[config.mk]
export PLATFORM = sky130hd
export DESIGN_NAME = pc_breakpoint_trace
export DESIGN_NICKNAME = d
export VERILOG_FILES = /design/src/rtl/pc_breakpoint_trace.sv
export SDC_FILE = /design/constraint.sdc
export NUM_CORES = 1
export LEC_CHECK = 0
export BUFFER_PORTS_ARGS = -buffer_cell sky130_fd_sc_hd__buf_4
export CELL_PAD_IN_SITES_DETAIL_PLACEMENT = 1
export CELL_PAD_IN_SITES_GLOBAL_PLACEMENT = 1
export CORE_MARGIN = 8
export CORE_UTILIZATION = 53
export CTS_CLUSTER_SIZE = 28
export DETAILED_ROUTE_END_ITERATION = 8
export PLACE_DENSITY = 0.88
export SLEW_MARGIN = 20
export SYNTH_ARGS = -nofsm -noshare
export SYNTH_HDL_FRONTEND = slang
export SYNTH_SLANG_ARGS = --single-unit
[constraint.sdc]
create_clock -name clk -period 2.7 [get_ports clk]
set_input_delay 0.135 -clock clk [delete_from_list [all_inputs] [get_ports clk]]
set_output_delay 0.135 -clock clk [all_outputs]
set_load 0.005 [all_outputs]
[src/rtl/pc_breakpoint_trace.sv]
// Retired-PC breakpoint monitor with halt/resume FSM and a circular PC trace buffer.
// Define NISKI_TRACE_TIMESTAMP_EN to store a 16-bit cycle timestamp with every trace entry.
module pc_breakpoint_trace #(
    parameter int ADDR_W       = 32,
    parameter int NUM_BP       = 4,
    parameter int TRACE_DEPTH  = 16,
    localparam int IDX_W       = (NUM_BP > 1) ? $clog2(NUM_BP) : 1,
    localparam int PTR_W       = $clog2(TRACE_DEPTH),
    localparam int CNT_W       = PTR_W + 1
) (
    input  logic              clk,
    input  logic              rst,
    input  logic [ADDR_W-1:0] pc,
    input  logic              pc_valid,
    input  logic              cfg_we,
    input  logic [IDX_W-1:0]  cfg_idx,
    input  logic [ADDR_W-1:0] cfg_addr,
    input  logic              cfg_en,
    output logic              halt,
    output logic [IDX_W-1:0]  hit_idx,
    input  logic              resume,
    input  logic              trace_rd,
    output logic [ADDR_W-1:0] trace_data,
    output logic [15:0]       trace_ts,
    output logic              trace_empty,
    output logic [CNT_W-1:0]  trace_count,
    output logic              trace_ovf
);
    typedef enum logic [0:0] {ST_RUN = 1'b0, ST_HALTED = 1'b1} state_t;

    state_t              r_state;
    state_t              w_state_nxt;
    logic                r_skip;
    logic                w_skip_nxt;
    logic                r_halt;
    logic [IDX_W-1:0]    r_hit_idx;
    logic [IDX_W-1:0]    w_hit_idx_nxt;
    logic [ADDR_W-3:0]   r_bp_addr [NUM_BP];
    logic [NUM_BP-1:0]   r_bp_en;
    logic [NUM_BP-1:0]   w_hit_vec;
    logic                w_any_hit;
    logic [IDX_W-1:0]    w_hit_sel;
    logic                w_unused;

    logic [ADDR_W-1:0]   r_mem [TRACE_DEPTH];
    logic [PTR_W-1:0]    r_wr_ptr;
    logic [PTR_W-1:0]    r_rd_ptr;
    logic [CNT_W-1:0]    r_count;
    logic [CNT_W-1:0]    w_count_nxt;
    logic                r_empty;
    logic                r_ovf;
    logic [ADDR_W-1:0]   r_trace_data;
    logic                w_full;
    logic                w_rd_ok;
    logic                w_overwrite;

    // Word-aligned compare: the two low address bits never take part in matching.
    assign w_unused = ^cfg_addr[1:0];

    // Breakpoint channel configuration registers
    always_ff @(posedge clk) begin
        if (rst) begin
            for (int i = 0; i < NUM_BP; i++) begin
                r_bp_addr[i] <= '0;
            end
            r_bp_en <= '0;
        end else if (cfg_we && (int'(cfg_idx) < NUM_BP)) begin
            r_bp_addr[cfg_idx] <= cfg_addr[ADDR_W-1:2];
            r_bp_en[cfg_idx]   <= cfg_en;
        end
    end

    // Per-channel match and lowest-index priority select
    always_comb begin
        w_hit_sel = '0;
        for (int i = 0; i < NUM_BP; i++) begin
            w_hit_vec[i] = r_bp_en[i] & pc_valid & (pc[ADDR_W-1:2] == r_bp_addr[i]);
        end
        for (int i = NUM_BP - 1; i >= 0; i--) begin
            w_hit_sel = w_hit_vec[i] ? IDX_W'(i) : w_hit_sel;
        end
        w_any_hit = |w_hit_vec;
    end

    // Halt FSM next state; a pending skip swallows exactly one retired PC after resume
    always_comb begin
        w_state_nxt   = r_state;
        w_skip_nxt    = r_skip;
        w_hit_idx_nxt = r_hit_idx;
        case (r_state)
            ST_RUN: begin
                if (pc_valid && r_skip) begin
                    w_skip_nxt = 1'b0;
                end else if (w_any_hit) begin
                    w_state_nxt   = ST_HALTED;
                    w_hit_idx_nxt = w_hit_sel;
                end else begin
                    w_state_nxt = ST_RUN;
                end
            end
            ST_HALTED: begin
                if (resume) begin
                    w_state_nxt = ST_RUN;
                    w_skip_nxt  = 1'b1;
                end else begin
                    w_state_nxt = ST_HALTED;
                end
            end
            default: begin
                w_state_nxt = ST_RUN;
                w_skip_nxt  = 1'b0;
            end
        endcase
    end

    // Halt FSM state and registered outputs
    always_ff @(posedge clk) begin
        if (rst) begin
            r_state   <= ST_RUN;
            r_skip    <= 1'b0;
            r_hit_idx <= '0;
            r_halt    <= 1'b0;
        end else begin
            r_state   <= w_state_nxt;
            r_skip    <= w_skip_nxt;
            r_hit_idx <= w_hit_idx_nxt;
            r_halt    <= (w_state_nxt == ST_HALTED);
        end
    end

    assign w_full      = (r_count == CNT_W'(TRACE_DEPTH));
    assign w_rd_ok     = trace_rd && !r_empty;
    assign w_overwrite = pc_valid && w_full && !w_rd_ok;

    // Occupancy: a write into a full buffer replaces the oldest entry instead of growing
    always_comb begin
        w_count_nxt = r_count;
        if (pc_valid && !w_rd_ok && !w_full) begin
            w_count_nxt = r_count + CNT_W'(1);
        end else if (!pc_valid && w_rd_ok) begin
            w_count_nxt = r_count - CNT_W'(1);
        end else begin
            w_count_nxt = r_count;
        end
    end

    // Trace pointers, occupancy and sticky overflow
    always_ff @(posedge clk) begin
        if (rst) begin
            r_wr_ptr <= '0;
            r_rd_ptr <= '0;
            r_count  <= '0;
            r_empty  <= 1'b1;
            r_ovf    <= 1'b0;
        end else begin
            if (pc_valid) begin
                r_wr_ptr <= r_wr_ptr + PTR_W'(1);
            end
            if (w_rd_ok || w_overwrite) begin
                r_rd_ptr <= r_rd_ptr + PTR_W'(1);
            end
            if (w_overwrite) begin
                r_ovf <= 1'b1;
            end
            r_count <= w_count_nxt;
            r_empty <= (w_count_nxt == '0);
        end
    end

    // Trace storage; stale contents are unreachable once the pointers reset
    always_ff @(posedge clk) begin
        if (pc_valid) begin
            r_mem[r_wr_ptr] <= pc;
        end
    end

    // Show-ahead head entry, forced to zero while the buffer is empty
    always_ff @(posedge clk) begin
        if (rst || r_empty) begin
            r_trace_data <= '0;
        end else begin
            r_trace_data <= r_mem[r_rd_ptr];
        end
    end

`ifdef NISKI_TRACE_TIMESTAMP_EN
    logic [15:0] r_cyc;
    logic [15:0] r_ts_mem [TRACE_DEPTH];
    logic [15:0] r_trace_ts;

    // Free-running cycle counter and per-entry timestamp storage
    always_ff @(posedge clk) begin
        if (rst) begin
            r_cyc <= 16'd0;
        end else begin
            r_cyc <= r_cyc + 16'd1;
        end
        if (pc_valid) begin
            r_ts_mem[r_wr_ptr] <= r_cyc;
        end
    end

    // Timestamp of the head entry, aligned with trace_data
    always_ff @(posedge clk) begin
        if (rst || r_empty) begin
            r_trace_ts <= 16'd0;
        end else begin
            r_trace_ts <= r_ts_mem[r_rd_ptr];
        end
    end

    assign trace_ts = r_trace_ts;
`else
    assign trace_ts = 16'd0;
`endif

    assign halt        = r_halt;
    assign hit_idx     = r_hit_idx;
    assign trace_data  = r_trace_data;
    assign trace_empty = r_empty;
    assign trace_count = r_count;
    assign trace_ovf   = r_ovf;

endmodule

-- Yosys cells after proc, flatten, opt, wreduce, memory -nomap -nowiden
Memory sizes are Yosys's and may differ from the RTL's. A register that Yosys moved wholly into a read port is not among the register bits.
Index checks and enable logic that the tools add are counted.
- add/subtract/negate cells: 4
- magnitude comparators: 2
- equality and inequality tests: 7
- multiplexer cells: 26
- bitwise gates (word level): 10
- reduce and logical (&&, ||, !) cells: 19
- operators with widths (operator ; number):
    30-bit == test ; 4
    30-bit 2-to-1 mux ; 1
    30-bit OR reduction ; 1
    1-bit 2-to-1 mux ; 14
    2-bit 2-to-1 mux ; 5
    5-bit 2-to-1 mux ; 2
    4-bit by 1-bit adder with 4-bit output (second input constant) ; 2
    1-bit AND ; 8
    1-bit logical AND ; 8
    5-bit by 1-bit adder with 5-bit output (second input constant) ; 1
    5-bit == test (second input constant) ; 1
    5-bit logical NOT ; 1
    5-bit by 1-bit subtractor with 5-bit output (second input constant) ; 1
    4-bit bitwise mux ; 1
    1-bit logical NOT ; 4
    2-bit inequality test (second input constant) ; 2
    1-bit case mux with 2 select lines ; 2
    4-bit OR reduction ; 1
    2-bit by 3-bit less-than comparator with 1-bit output (second input constant) ; 1
    3-bit AND reduction ; 1
    1-bit demux with 2-bit select ; 1
    2-bit by 1-bit >= comparator with 1-bit output (second input constant) ; 1
    1-bit logical OR ; 2
    1-bit inverter ; 2
    2-bit AND reduction ; 1
- register bits after elaboration: 23
- memory bits (writable): 632
- input port bits: 73
- output and inout bits: 58
- logic and storage cells: 79
- memories kept: 2
- memory list (name ; depth ; bits a word ; rd ports ; clocked after memory_dff ; wr ports ; RTL line ; RTL):
    r_mem ; 16 ; 32 ; 1 ; 1 ; 1 ; 45 ; logic [ADDR_W-1:0] r_mem [TRACE_DEPTH];
    r_bp_addr ; 4 ; 30 ; 4 ; 0 ; 4 ; 38 ; logic [ADDR_W-3:0] r_bp_addr [NUM_BP];

-- Longest topological paths before layout
Gate-level depths: netlist of run 1.
- word-level depth: 7
- gate-level depth with buffers: 8
- mapped depth without buffers: 8

-- Least setup slack after synthesis of run 1
OpenSTA, ideal clock, no wires.
- path type: input to register
- start point: input pc_valid
- end point: memory r_mem[12][0], enable pin
- library setup time: 0.392 ns
- arrival: 1.730 ns
- required time: 2.308 ns
- slack: 0.578 ns
- stages: 4
- path buffers: 2
- cells stage by stage: clkbuf_1 > clkbuf_1 > and3_1 > and2_1
- word-level cells in the longest chain between the ends: 2
- ends and longest elaborated chain (what ; RTL line ; RTL):
    start: declaration ; 14 ; input logic pc_valid,
    1-bit 2-to-1 mux ; 172 ; if (pc_valid) begin
    1-bit 2-to-1 mux (implied by the code) ; 173 ; r_mem[r_wr_ptr] <= pc;
    end: declaration ; 45 ;
Every way passes these cells.

-- Final worst setup path of run 1
- start point: register r_count[0], in the netlist trace_count[0]
- end point: register r_empty, in the netlist trace_empty
- word-level cells in the longest chain between the ends: 5
- elaborated cells between the ends (all ways): 8
- those cells by class: 2 x add/sub; 1 x eq/ne; 2 x mux; 3 x reduce/logical
- ends and longest elaborated chain (what ; RTL line ; RTL):
    start: declaration ; 48 ; logic [CNT_W-1:0] r_count;
    start signal: assignment ; 165 ; r_count <= w_count_nxt;
    parallel branches: the longest is 3 deep, another holds 5-bit by 1-bit subtractor with 5-bit output ; -- ;
    5-bit 2-to-1 mux * ; 138 ; if (pc_valid && !w_rd_ok && !w_full) begin
    5-bit logical NOT * ; 166 ; r_empty <= (w_count_nxt == '0);
    end signal: assignment ; 166 ;
    end: declaration ; 50 ; logic r_empty;
Mark *: on every way between the ends.
A chain may end at the register's enable or synchronous reset.

==> summary.txt, run 1 <==
Detailed routing
  • Drt initial violations: ~1.5k
  • Drt pass-1 iters: 7
  • DR vias/cell: 6.030
  • WL final: 72.36 mm
  • DRC viols: 0
  • DR vias: 14.29k
  • Wire per inst: between 30 and 40 µm
  • ANT nets after route: 0

CTS
  • Clock transition at the registers of the reported paths: 0.07 ns
  • CTS Buf Count: 72
  • CTS root buffer: clkbuf_16
  • Clk sinks: a little under 700
  • Max Root-Sink Buffers: 3
  • CTS tree: built
  • Latest clock arrival within the worst-skew pair: 0.63 ns
  • Resized Gates After CTS: 0
  • H-tree levels: 3

Worst setup path
  • Critical path depth: 8
  • Worst Path Required: 3.18 ns
  • Arr. time, crit path: ~2.9 ns
  • Worst reg2reg path depth: 8
  • Critical-path cell list: inv_1, ha_1, and4bb_2, nor3_1, and4_1, a31oi_1, xor2_1, a41o_1
  • Nature of the critical path endpoint: flip-flop
  • Crit path capture: trace_empty
  • Largest stage delay on the critical path: 0.54 ns
  • CP startpoint: trace_count[0]
  • Top delay family on crit path: simple AND/OR/NAND/NOR gates
  • Slowest CP cell: nor3_1
  • Max FO, Critical Path: 6
  • Flop-to-flop setup slack: 0.32 ns
  • CP Class: flip-flop to flip-flop
  • CP Launch Type: flip-flop
  • Crit path buffers/inverters: 1
  • RR Startpoint: trace_count[0]
  • Reg2reg end: trace_empty

Floorplan
  • Top Ports: between 100 and 150
  • Die height: about 240 µm
  • Die ar.: 58250 µm²
  • Rows: 82
  • Die X-Extent: 241.3 µm
  • Initial Util: 0.5364
  • CORE AREA: 50170 µm²

Yosys
  • Post-Synth Adder-Cell Area: 0.003254
  • Largest family of logic cells by synthesized area: multiplexers
  • Warnings, synthesis: 0
  • Post-synthesis xor/xnor area fraction: 0.04231
  • Synth Area in Simple Gates: 0.04849
  • Multiplexer area fraction after synthesis: 0.1361
  • Syn Std Cell Area: between 20000 and 30000 µm²
  • Cells after Synth: about 1.4k
  • Sequential share of the synthesized area: 0.7461
  • Synth Area in Compound Gates: 0.004928
  • Yosys cell types: 38
  • Syn_area_per_cell: between 15 and 20 µm²
  • Seq cells post-synth: 687

STA
  • Max Fclk: around 420 MHz
  • Final Hold Vio Count: 0
  • Setup violators final: 0
  • Minimum clock period: 2.379 ns
  • Slew Viols, Final: 0
  • Rel. slew slack: 0.5209
  • Clk_skew: 0.03908 ns
  • Worst Tran Pin Value: 0.7187 ns
  • Period utilization: 0.8809
  • Final setup TNS: 0 ns
  • WHS: approximately 0.086 ns
  • RSZ-0062 raised after global routing: false

Finish
  • Layout cells sized above 1: 0.2615
  • Register Area: 20090 µm²
  • Filler Cell Count: 4169
  • Area delta synth->final: 18.79%
  • Post-layout net count: 1720
  • Finished Core Util: 0.6372
  • Multi-input gate area: 6410 µm²
  • # diodes: 0

Placed design
  • Dpl hpwl: between 40 and 50 mm
  • IO buf count: 112
  • Gpl congestion: 0.8153

Global route
  • First-pass GRT wire length: 104.8 mm
  • GR Util All Layers: 0.2515
  • Antenna violations before repair: 1
  • Largest net degree at the start of global routing: 61
  • Global route overflow: 0
  • Vias in the first global route: between 15k and 20k

Status
  • Status: completed

Pwr
  • PD cells: 768.0 nW/µm²
  • Power Total: 24.55 mW
  • Leak: between 10 and 15 nW
  • Worst vdd ir: 0.0004558 V

Min path
  • Hold Path Depth: 2
  • Hold crit path type: input port to flip-flop

Job
  • Max-cap violations: 0
-- logic make-up after synthesis --
group                      after synthesis
and+or+nand+nor                        271
buffers and inverters                  111
xor gates and xnor gates               130
other                                    1
DFF                                    687
adders and majority gates                7
AOI/OAI and AO/OA                       20
muxes                                  166
-- cell usage after synthesis --
cell	count	area, µm²
nand4_1	19	118.9
and3_1	1	6.260
mux4_2	160	3603
mux2i_1	6	60.06
a211oi_1	2	15.01
o21ai_0	4	20.02
buf_6	1	11.26
nor3_1	3	15.01
a22oi_1	1	7.510
o2bb2ai_1	1	8.760
a31oi_1	3	18.77
buf_4	16	120.1
and4bb_2	1	12.51
nand3_1	2	10.01
nand2_1	44	165.2
nand2b_1	8	50.05
o21a_1	2	15.01
ha_1	7	87.58
dfxtp_1	55	1101
inv_1	37	138.9
buf_2	14	70.07
nor2b_1	34	212.7
a2bb2oi_1	1	8.760
or2_2	2	12.51
edfxtp_1	632	18980
a21oi_1	4	20.02
nand3b_1	2	15.01
a41o_1	1	10.01
conb_1	1	3.750
nor2_1	114	427.9
buf_1	5	18.77
xnor2_1	48	420.4
and4_1	1	8.760
clkbuf_1	38	142.6
a221oi_1	1	8.760
nor4_1	24	150.1
xor2_1	82	718.2
and2_1	16	100.1
-- metrics by stage --
| step | worst slack, ns | cell area, µm² | instances |
|---|---|---|---|
| final | 0.3214 | 31970 | 2370 |
| after global routing | 0.1876 | 31970 | 2370 |
| after CTS | 0.3683 | 31970 | 2370 |
| after detailed placement | 0.3860 | 28940 | 2165 |
| after global placement | 0.4745 | 28940 | 2165 |
| after floorplan | 0.5784 | 26970 | 1408 |
-- cell usage in the layout, fill, tap and decap left out, types with 19 or more instances in the layout --
cell,n
clkbuf_16,76
buf_4,138
nor2b_1,33
dlygate4sd3_1,73
buf_12,21
nand4_1,19
nand2_1,44
inv_1,37
xor2_1,82
dfxtp_1,51
edfxtp_1,632
mux4_2,160
xnor2_1,48
clkbuf_1,20
nor4_1,24
nor2_1,114
-- timing repair --
| action | 4_1_cts | 5_1_grt |
|---|---|---|
| hold buffers | 73 | 0 |
| setup buffers | 0 | 0 |
| hold endpoints to repair | 610 | 0 |
-- state kept, by name (all words and copies together) (netlist names) --
name,flops
halt,1
hit_idx,2
r_bp_addr,120
r_bp_en,4
r_mem,512
r_rd_ptr,4
r_skip,1
r_wr_ptr,4
trace_count,5
trace_data,32
trace_empty,1
trace_ovf,1
-- layer usage --
| layer | share of wire | GRT usage | routed length, µm | vias to the layer above |
|---|---|---|---|---|
| li1 | - | - | - | 5898 |
| met1 | 0.37 | 0.3008 | 26480 | 7565 |
| met2 | 0.54 | 0.4528 | 38710 | 679 |
| met3 | 0.066 | 0.04152 | 4753 | 148 |
| met4 | 0.033 | 0.09921 | 2413 | 0 |
| met5 | 0 | 0 | 0 | - |
-- worst min path at each step --
stage,to,from
6_report,r_mem[11][30],pc[30]
5_1_grt,r_mem[11][30],pc[30]
4_1_cts,r_mem[11][30],pc[30]
3_5_place_dp,r_bp_en[1],cfg_en
3_3_place_gp,r_bp_en[3],cfg_en
2_1_floorplan,r_mem[0][0],pc[0]
-- worst register-to-register path: cells and delay by family, from the launching register on --
kind,cells,cell delay (ns)
xor gates and xnor gates,1,0.17
AOI/OAI and AO/OA,2,0.24
buffers and inverters,1,0.12
adders and majority gates,1,0.24
DFF,1,0.41
and+or+nand+nor,3,1.07
-- layout make-up --
cell class / instances / area share
inverter: 37 / 0.004344
clock buffer: 100 / 0.06356
tap: 672 / 0.02630
timing repair buffer: 232 / 0.06841
clock inverter: 32 / 0.008454
multi-input combinational: 610 / 0.2005
sequential: 687 / 0.6284
-- power breakdown --
| part | total (mW) | switching [mW] | internal (mW) |
|---|---|---|---|
| combinational | 2.63 | 1.30 | 1.33 |
| sequential | 12.2 | 0.194 | 12.0 |
| clock | 9.77 | 4.11 | 5.66 |
No activity file was read; power rests on OpenSTA's default activity.
==> run 2, diff against run 1 <==
Settings changed: ABC_AREA set to 1, CORE_UTILIZATION 53 to 50, PLACE_DENSITY 0.88 to 0.89.
==> run 2 against run 1 <==
Register-to-register slack improved by 0.18 ns. Final cell count increased by 47%. Flip-flop and latch count unchanged. Sequential share of layout area shrank 3.1 points. Synthesized area increased by 6.0%. Die area up 11%. Largest power group unchanged.
==> summary.txt, run 2 <==
Status
  • Status: completed

CTS
  • Clock transition at the registers of the reported paths: around 0.07 ns
  • Clk sinks: about 690
  • Hold-fix buffer count after cts: 73
  • H-tree levels: 3
  • Latest clock arrival within the worst-skew pair: 0.65 ns
  • Max Root-Sink Buffers: 3
  • CTS root buffer: clkbuf_16
  • CTS tree: built
  • Resized Gates After CTS: 0
  • CTS Buf Count: 72
  • Post-CTS Setup Bufs: 0

Pwr
  • Clk network pwr share: 0.384
  • Int Pwr: 19.78 mW
  • P_sw: 8.323 mW
  • Seq pwr share: 0.437
  • Leak: between 10 and 15 nW
  • Combinational share of power: 0.179
  • Switching share of total power: 0.2961
  • Worst vdd ir: 0.0004973 V
  • PD cells: 836.2 nW/µm²

Finish
  • Post-layout net count: 2755
  • Area delta synth->final: 17.88%
  • Finished Cell Area: 33610 µm²
  • Largest register FFs: 512
  • Most frequent cells in the layout: edfxtp_1 (632), nor2_1 (419), nand2_1 (416)
  • Layout cells sized above 1: 0.1214
  • Most flops, register: r_mem
  • Commonest non-fill, non-tap cell in the layout: edfxtp_1

Yosys
  • Top cells by area, synth: edfxtp_1 (67%), nor2_1 (5.7%), nand2_1 (5.5%), dfxtp_1 (3.9%), o21ai_0 (3.6%)
  • Yosys top cell area share: 0.6655
  • Ys async rst share: 0
  • Ys flop type: edfxtp_1
  • Multiplexer area fraction after synthesis: 0
  • Synth Area in Compound Gates: 0.1025
  • Yosys cell types: 32
  • Cells after Synth: 2498
  • Post-synthesis xor/xnor area fraction: 0.01075
  • Syn_area_per_cell: 11.42 µm²
  • Synth Area in Simple Gates: 0.1224
  • Post-Synth Adder-Cell Area: 0.003071
  • Synth area leader: edfxtp_1
  • Largest family of logic cells by synthesized area: simple AND/OR/NAND/NOR gates
  • Seq cells post-synth: 687
  • Sequential share of the synthesized area: 0.7041
  • Warnings, synthesis: 0
  • Number of flops mapped to enable cells by yosys: 632
  • Top cells by count, synth: edfxtp_1 (632), nor2_1 (436), nand2_1 (416)
  • Syn Std Cell Area: between 20000 and 30000 µm²
  • Top-count cell post-synth: edfxtp_1

STA
  • Final setup TNS: 0 ns
  • Period utilization: 0.8146
  • Slew Viols, Final: 0
  • Rel. slew slack: 0.3817
  • Max Fclk: 454.6 MHz
  • Minimum clock period: about 2.2 ns
  • Clk_skew: 0.03329 ns
  • Final Hold Vio Count: 0
  • Worst Tran Pin Value: 0.9274 ns
  • Setup violators final: 0
  • RSZ-0062 raised after global routing: false

Min path
  • Critical hold path startpoint: trace_rd
  • Worst Hold Endpoint: trace_ovf
  • Hold crit path type: input port to flip-flop
  • Hold Path Depth: 6

Placed design
  • IO buf count: 112
  • Dpl hpwl: 53.54 mm
  • Placed cell area: 30350 µm²
  • Gpl congestion: 0.9411

Global route
  • Vias in the first global route: 22.70k
  • Most used routing layer: met2
  • Global route overflow: 0
  • GR Util All Layers: 0.2927
  • Antenna violations before repair: 2
  • GR Util met3: 0.05452
  • Largest net degree at the start of global routing: roughly 170
  • GRT met1 Usage: 0.3431
  • First-pass GRT wire length: 141.4 mm
  • Met2 usage: 0.5101

Worst setup path
  • Worst Path Required: 3.25 ns
  • Worst reg2reg path depth: 5
  • Flop-to-flop setup slack: roughly 0.5 ns
  • Max FO, Critical Path: 90
  • Arr. time, crit path: 2.75 ns
  • RR Startpoint: r_rd_ptr[0]
  • CP Launch Type: flip-flop
  • Reg2reg end: trace_data[9]
  • Nature of the critical path endpoint: flip-flop
  • CP Class: flip-flop to flip-flop

Floorplan
  • Die ar.: 64930 µm²
  • Die height: 254.8 µm
  • Die X-Extent: 254.8 µm
  • Rows: 87
  • Top Ports: 131
  • Initial Util: 0.5057
  • CORE AREA: 56390 µm²

Detailed routing
  • ANT nets after route: 0
  • Drt pass-1 iters: 6
  • WL final: 96.15 mm
  • DR vias/cell: 6.039
  • DR vias: 21.08k
  • Wire per inst: 27.54 µm
  • DRC viols: 0
  • Drt initial violations: 2144

Job
  • Max-cap violations: 0
-- run 2: worst max-delay path by stage --
stage	cells after the start	from	end	slack (ns)
final	5	r_rd_ptr[0]	trace_data[9]	0.50
after global routing	5	r_rd_ptr[0]	trace_data[9]	0.41
after CTS	5	r_rd_ptr[0]	trace_data[9]	0.55
after detailed placement	5	r_rd_ptr[0]	trace_data[14]	0.64
after global placement	5	r_wr_ptr[1]	r_mem[13][7]	0.73
after floorplan	4	r_wr_ptr[1]	r_mem[9][0]	0.25
-- run 2: layer usage --
metal / routed length [µm] / share of wire
met1: 34790 / 0.36
met2: 48230 / 0.50
met3: 7990 / 0.083
met4: 5123 / 0.053
met5: 13 / 0.00014
-- run 2: logic make-up (layout without fill, tap and decap cells) --
logic type               count (synthesis)  after routing
AO/OA/AOI/OAI                          485            485
AND/OR/NAND/NOR                        908            908
other                                    1             17
flip-flops                             687            687
buffers and inverters                  375            596
adder cells (fa/ha/maj)                  7              7
XOR/XNOR                                35             35
-- run 2: cell type report --
| cell class | instances | area (µm²) |
|---|---|---|
| fill | 5755 | 22770 |
| sequential | 687 | 20090 |
| multi-input combinational | 1451 | 6988 |
| timing repair buffer | 231 | 2180 |
| clock buffer | 85 | 1882 |
| tap | 756 | 945.9 |
| inverter | 232 | 877.1 |
| clock inverter | 48 | 648.1 |
| antenna | 1 | 2.502 |
-- run 2: worst max-delay path: stages (launching register included) --
cell and delay (ns):
dfxtp_4 0.39, buf_4 0.71, o21ai_0 0.27, o221ai_1 0.26, o211ai_1 0.16, a21oi_1 0.26
-- run 2: per-stage QoR --
step	utilization	hold slack (ns)	setup WS [ns]	power, mW	instances
after CTS	0.5961	0.01448	0.5482	28.04	3490
final	0.5961	0.02849	0.5005	28.11	3491
after global placement	0.5383	0.4121	0.7334	16.77	3284
after detailed placement	0.5383	0.4304	0.6401	17.19	3284
after global routing	0.5961	0.09369	0.4085	28.87	3491
after floorplan	-	0.2339	0.2453	15.42	2513
-- run 2: power groups by stage --
stage / sequential [mW] / combinational, mW / clock (mW)
floorplan: 12.4 / 3.00 / 0
global placement: 12.5 / 4.31 / 0
detailed placement: 12.5 / 4.69 / 0
CTS: 12.3 / 4.96 / 10.8
global route: 12.3 / 5.39 / 11.2
finish: 12.3 / 5.03 / 10.8
==> run 3, diff against run 2 <==
Settings changed: ABC_AREA 1 to 0, CORE_UTILIZATION 50 to 48, PLACE_DENSITY 0.89 to 0.84.
Clock period 2.7 ns to 2 ns, I/O delays scaled along.
==> run 3 against run 2 <==
The flow now finishes with violations (setup timing). Total power grew 23%. Largest cell class unchanged. Critical path depth stayed put. Maximum frequency fell by 0.34%.
==> summary.txt, run 3 (synthesis results as in run 1) <==
Status
  • Status: complete, but fails checks
  • Violated checks: setup timing

Global route
  • Antenna violations before repair: 0
  • Global route overflow: 0
  • Largest net degree at the start of global routing: 48
  • First-pass GRT wire length: 106.2 mm
  • GR Util All Layers: 0.2284
  • Vias in the first global route: 15.99k

Floorplan
  • Die height: 252.8 µm
  • Die X-Extent: 252.8 µm
  • CORE AREA: 55310 µm²
  • Initial Util: 0.4866
  • Rows: 86
  • Die ar.: 63900 µm²
  • Top Ports: about 130

Pwr
  • Worst vdd ir: 0.0006020 V
  • Power Total: ~34 mW
  • Switching share of total power: 0.2318
  • Leak: 11.21 nW
  • Clk network pwr share: 0.397
  • Seq pwr share: 0.476
  • PD cells: 1039 nW/µm²
  • P_sw: between 7 and 8 mW
  • Int Pwr: 26.47 mW
  • Combinational share of power: 0.127

STA
  • Clk_skew: just over 0.04 ns
  • Rel. slew slack: 0.4532
  • Minimum clock period: 2.207 ns
  • Worst Tran Pin Value: around 0.8 ns
  • RSZ-0062 raised after global routing: true
  • Setup violators final: 35
  • Final Hold Vio Count: 0
  • Slew Viols, Final: 0
  • Setup slack after layout: -0.2070 ns
  • Final setup TNS: -3.056 ns
  • Max Fclk: ~450 MHz
  • WHS: 0.03099 ns
  • Period utilization: 1.104

Finish
  • Finished Core Util: 0.5997
  • Register Area: 20090 µm²
  • Area delta synth->final: 23.24%
  • Most frequent cells in the layout: edfxtp_1 (632), mux4_2 (160), buf_4 (157)
  • Commonest non-fill, non-tap cell in the layout: edfxtp_1
  • Layout Cells excl Fill: roughly 2.5k
  • Post-layout net count: ~1.8k
  • Layout cells sized above 1: 0.3019
  • Finished Cell Area: approximately 33000 µm²
  • Most flops, register: r_mem
  • Largest register FFs: 512
  • Multi-input gate area: 6601 µm²
  • Filler Cell Count: 4788

CTS
  • Max Root-Sink Buffers: 3
  • CTS Buf Count: 71
  • Clock transition at the registers of the reported paths: ~0.060 ns
  • Latest clock arrival within the worst-skew pair: 0.63 ns
  • H-tree levels: 3
  • Clk sinks: 687
  • CTS tree: built
  • CTS root buffer: clkbuf_16

Placed design
  • Placed cell area: 29510 µm²
  • Place WS: -0.3002 ns
  • Placed Instances: 2278
  • Dpl hpwl: 41.68 mm
  • IO buf count: roughly 110
  • Gpl congestion: 0.8075

Worst setup path
  • Max FO, Critical Path: 7
  • Arr. time, crit path: 2.72 ns
  • CP Launch Type: flip-flop
  • Slowest CP cell: mux4_2
  • Worst Path Required: 2.51 ns
  • CP Class: flip-flop to flip-flop
  • Most common cell on crit path: mux4_2
  • Largest stage delay on the critical path: 0.56 ns
  • Nature of the critical path endpoint: flip-flop
  • Critical-path cell list: buf_12, buf_16, mux4_2, mux4_2, nor2b_1

Detailed routing
  • ANT nets after route: 0
  • DRC viols: 0
  • WL final: 77.35 mm
  • DR vias: 14.70k
  • Drt pass-1 iters: 5
  • Wire per inst: about 31 µm
  • Drt initial violations: 1597
  • DR vias/cell: about 5.9

Min path
  • Hold crit path type: input port to flip-flop

Job
  • Max-cap violations: 0
-- run 3: cell count changes in the layout (fill, tap and decap cells not counted), sizes merged, moves of 93 or more --
cell / change
inv: -181
mux4: +160
nand2: -373
nor2: -322
o21ai: -267
o221ai: -93
-- run 3: cell type report --
| type | instances | area share |
|---|---|---|
| flip-flops and latches | 687 | 0.6057 |
| clock buffers | 98 | 0.05949 |
| diodes | 1 | 0.00007545 |
| inverters | 37 | 0.004188 |
| repair buffers | 284 | 0.09182 |
| multi-input cells | 610 | 0.1990 |
| clock inverters | 33 | 0.01143 |
| well taps | 748 | 0.02822 |
-- run 3: worst paths after layout --
check               from  slack (ns)       endpoint  depth (start not counted)
max reg2reg  r_rd_ptr[0]       -0.21  trace_data[9]                          5
min             pc_valid        0.03    r_wr_ptr[1]                          4
min reg2reg   hit_idx[1]        0.49     hit_idx[1]                          2
max          r_rd_ptr[0]       -0.21  trace_data[9]                          5
-- run 3: repair_timing --
item / in CTS / in global routing
buffers inserted: 3 / 6
cloned: 1 / 9
setup endpoints to repair: 21 / 35
resized for setup: 17 / 49
pin swaps: 7 / 3
hold buffers: 69 / 0
endpoints found under the hold margin: 593 / 0
-- run 3: worst max-delay path, delay by kind of cell (launching register included) --
family | cells | cell delay, ns
mux | 2 | 1.10
flops | 1 | 0.47
buf+inv | 2 | 0.36
simple gates | 1 | 0.15
-- run 3: power by group through the flow --
| stage | clock network (mW) | logic [mW] | registers, mW |
|---|---|---|---|
| 2_1_floorplan | 0 | 2.22 | 16.6 |
| 3_3_place_gp | 0 | 3.48 | 16.6 |
| 3_5_place_dp | 0 | 3.62 | 16.7 |
| 4_1_cts | 13.7 | 3.87 | 16.4 |
| 5_1_grt | 14.2 | 4.62 | 16.4 |
| 6_report | 13.7 | 4.38 | 16.4 |
-- run 3: per-layer routing --
metal	wire, µm	global-route usage	up-vias
met3	5044	0.03906	138
met2	41460	0.4167	741
met1	28390	0.2695	7819
li1	-	-	6004
met5	0	0	-
met4	2453	0.08448	0
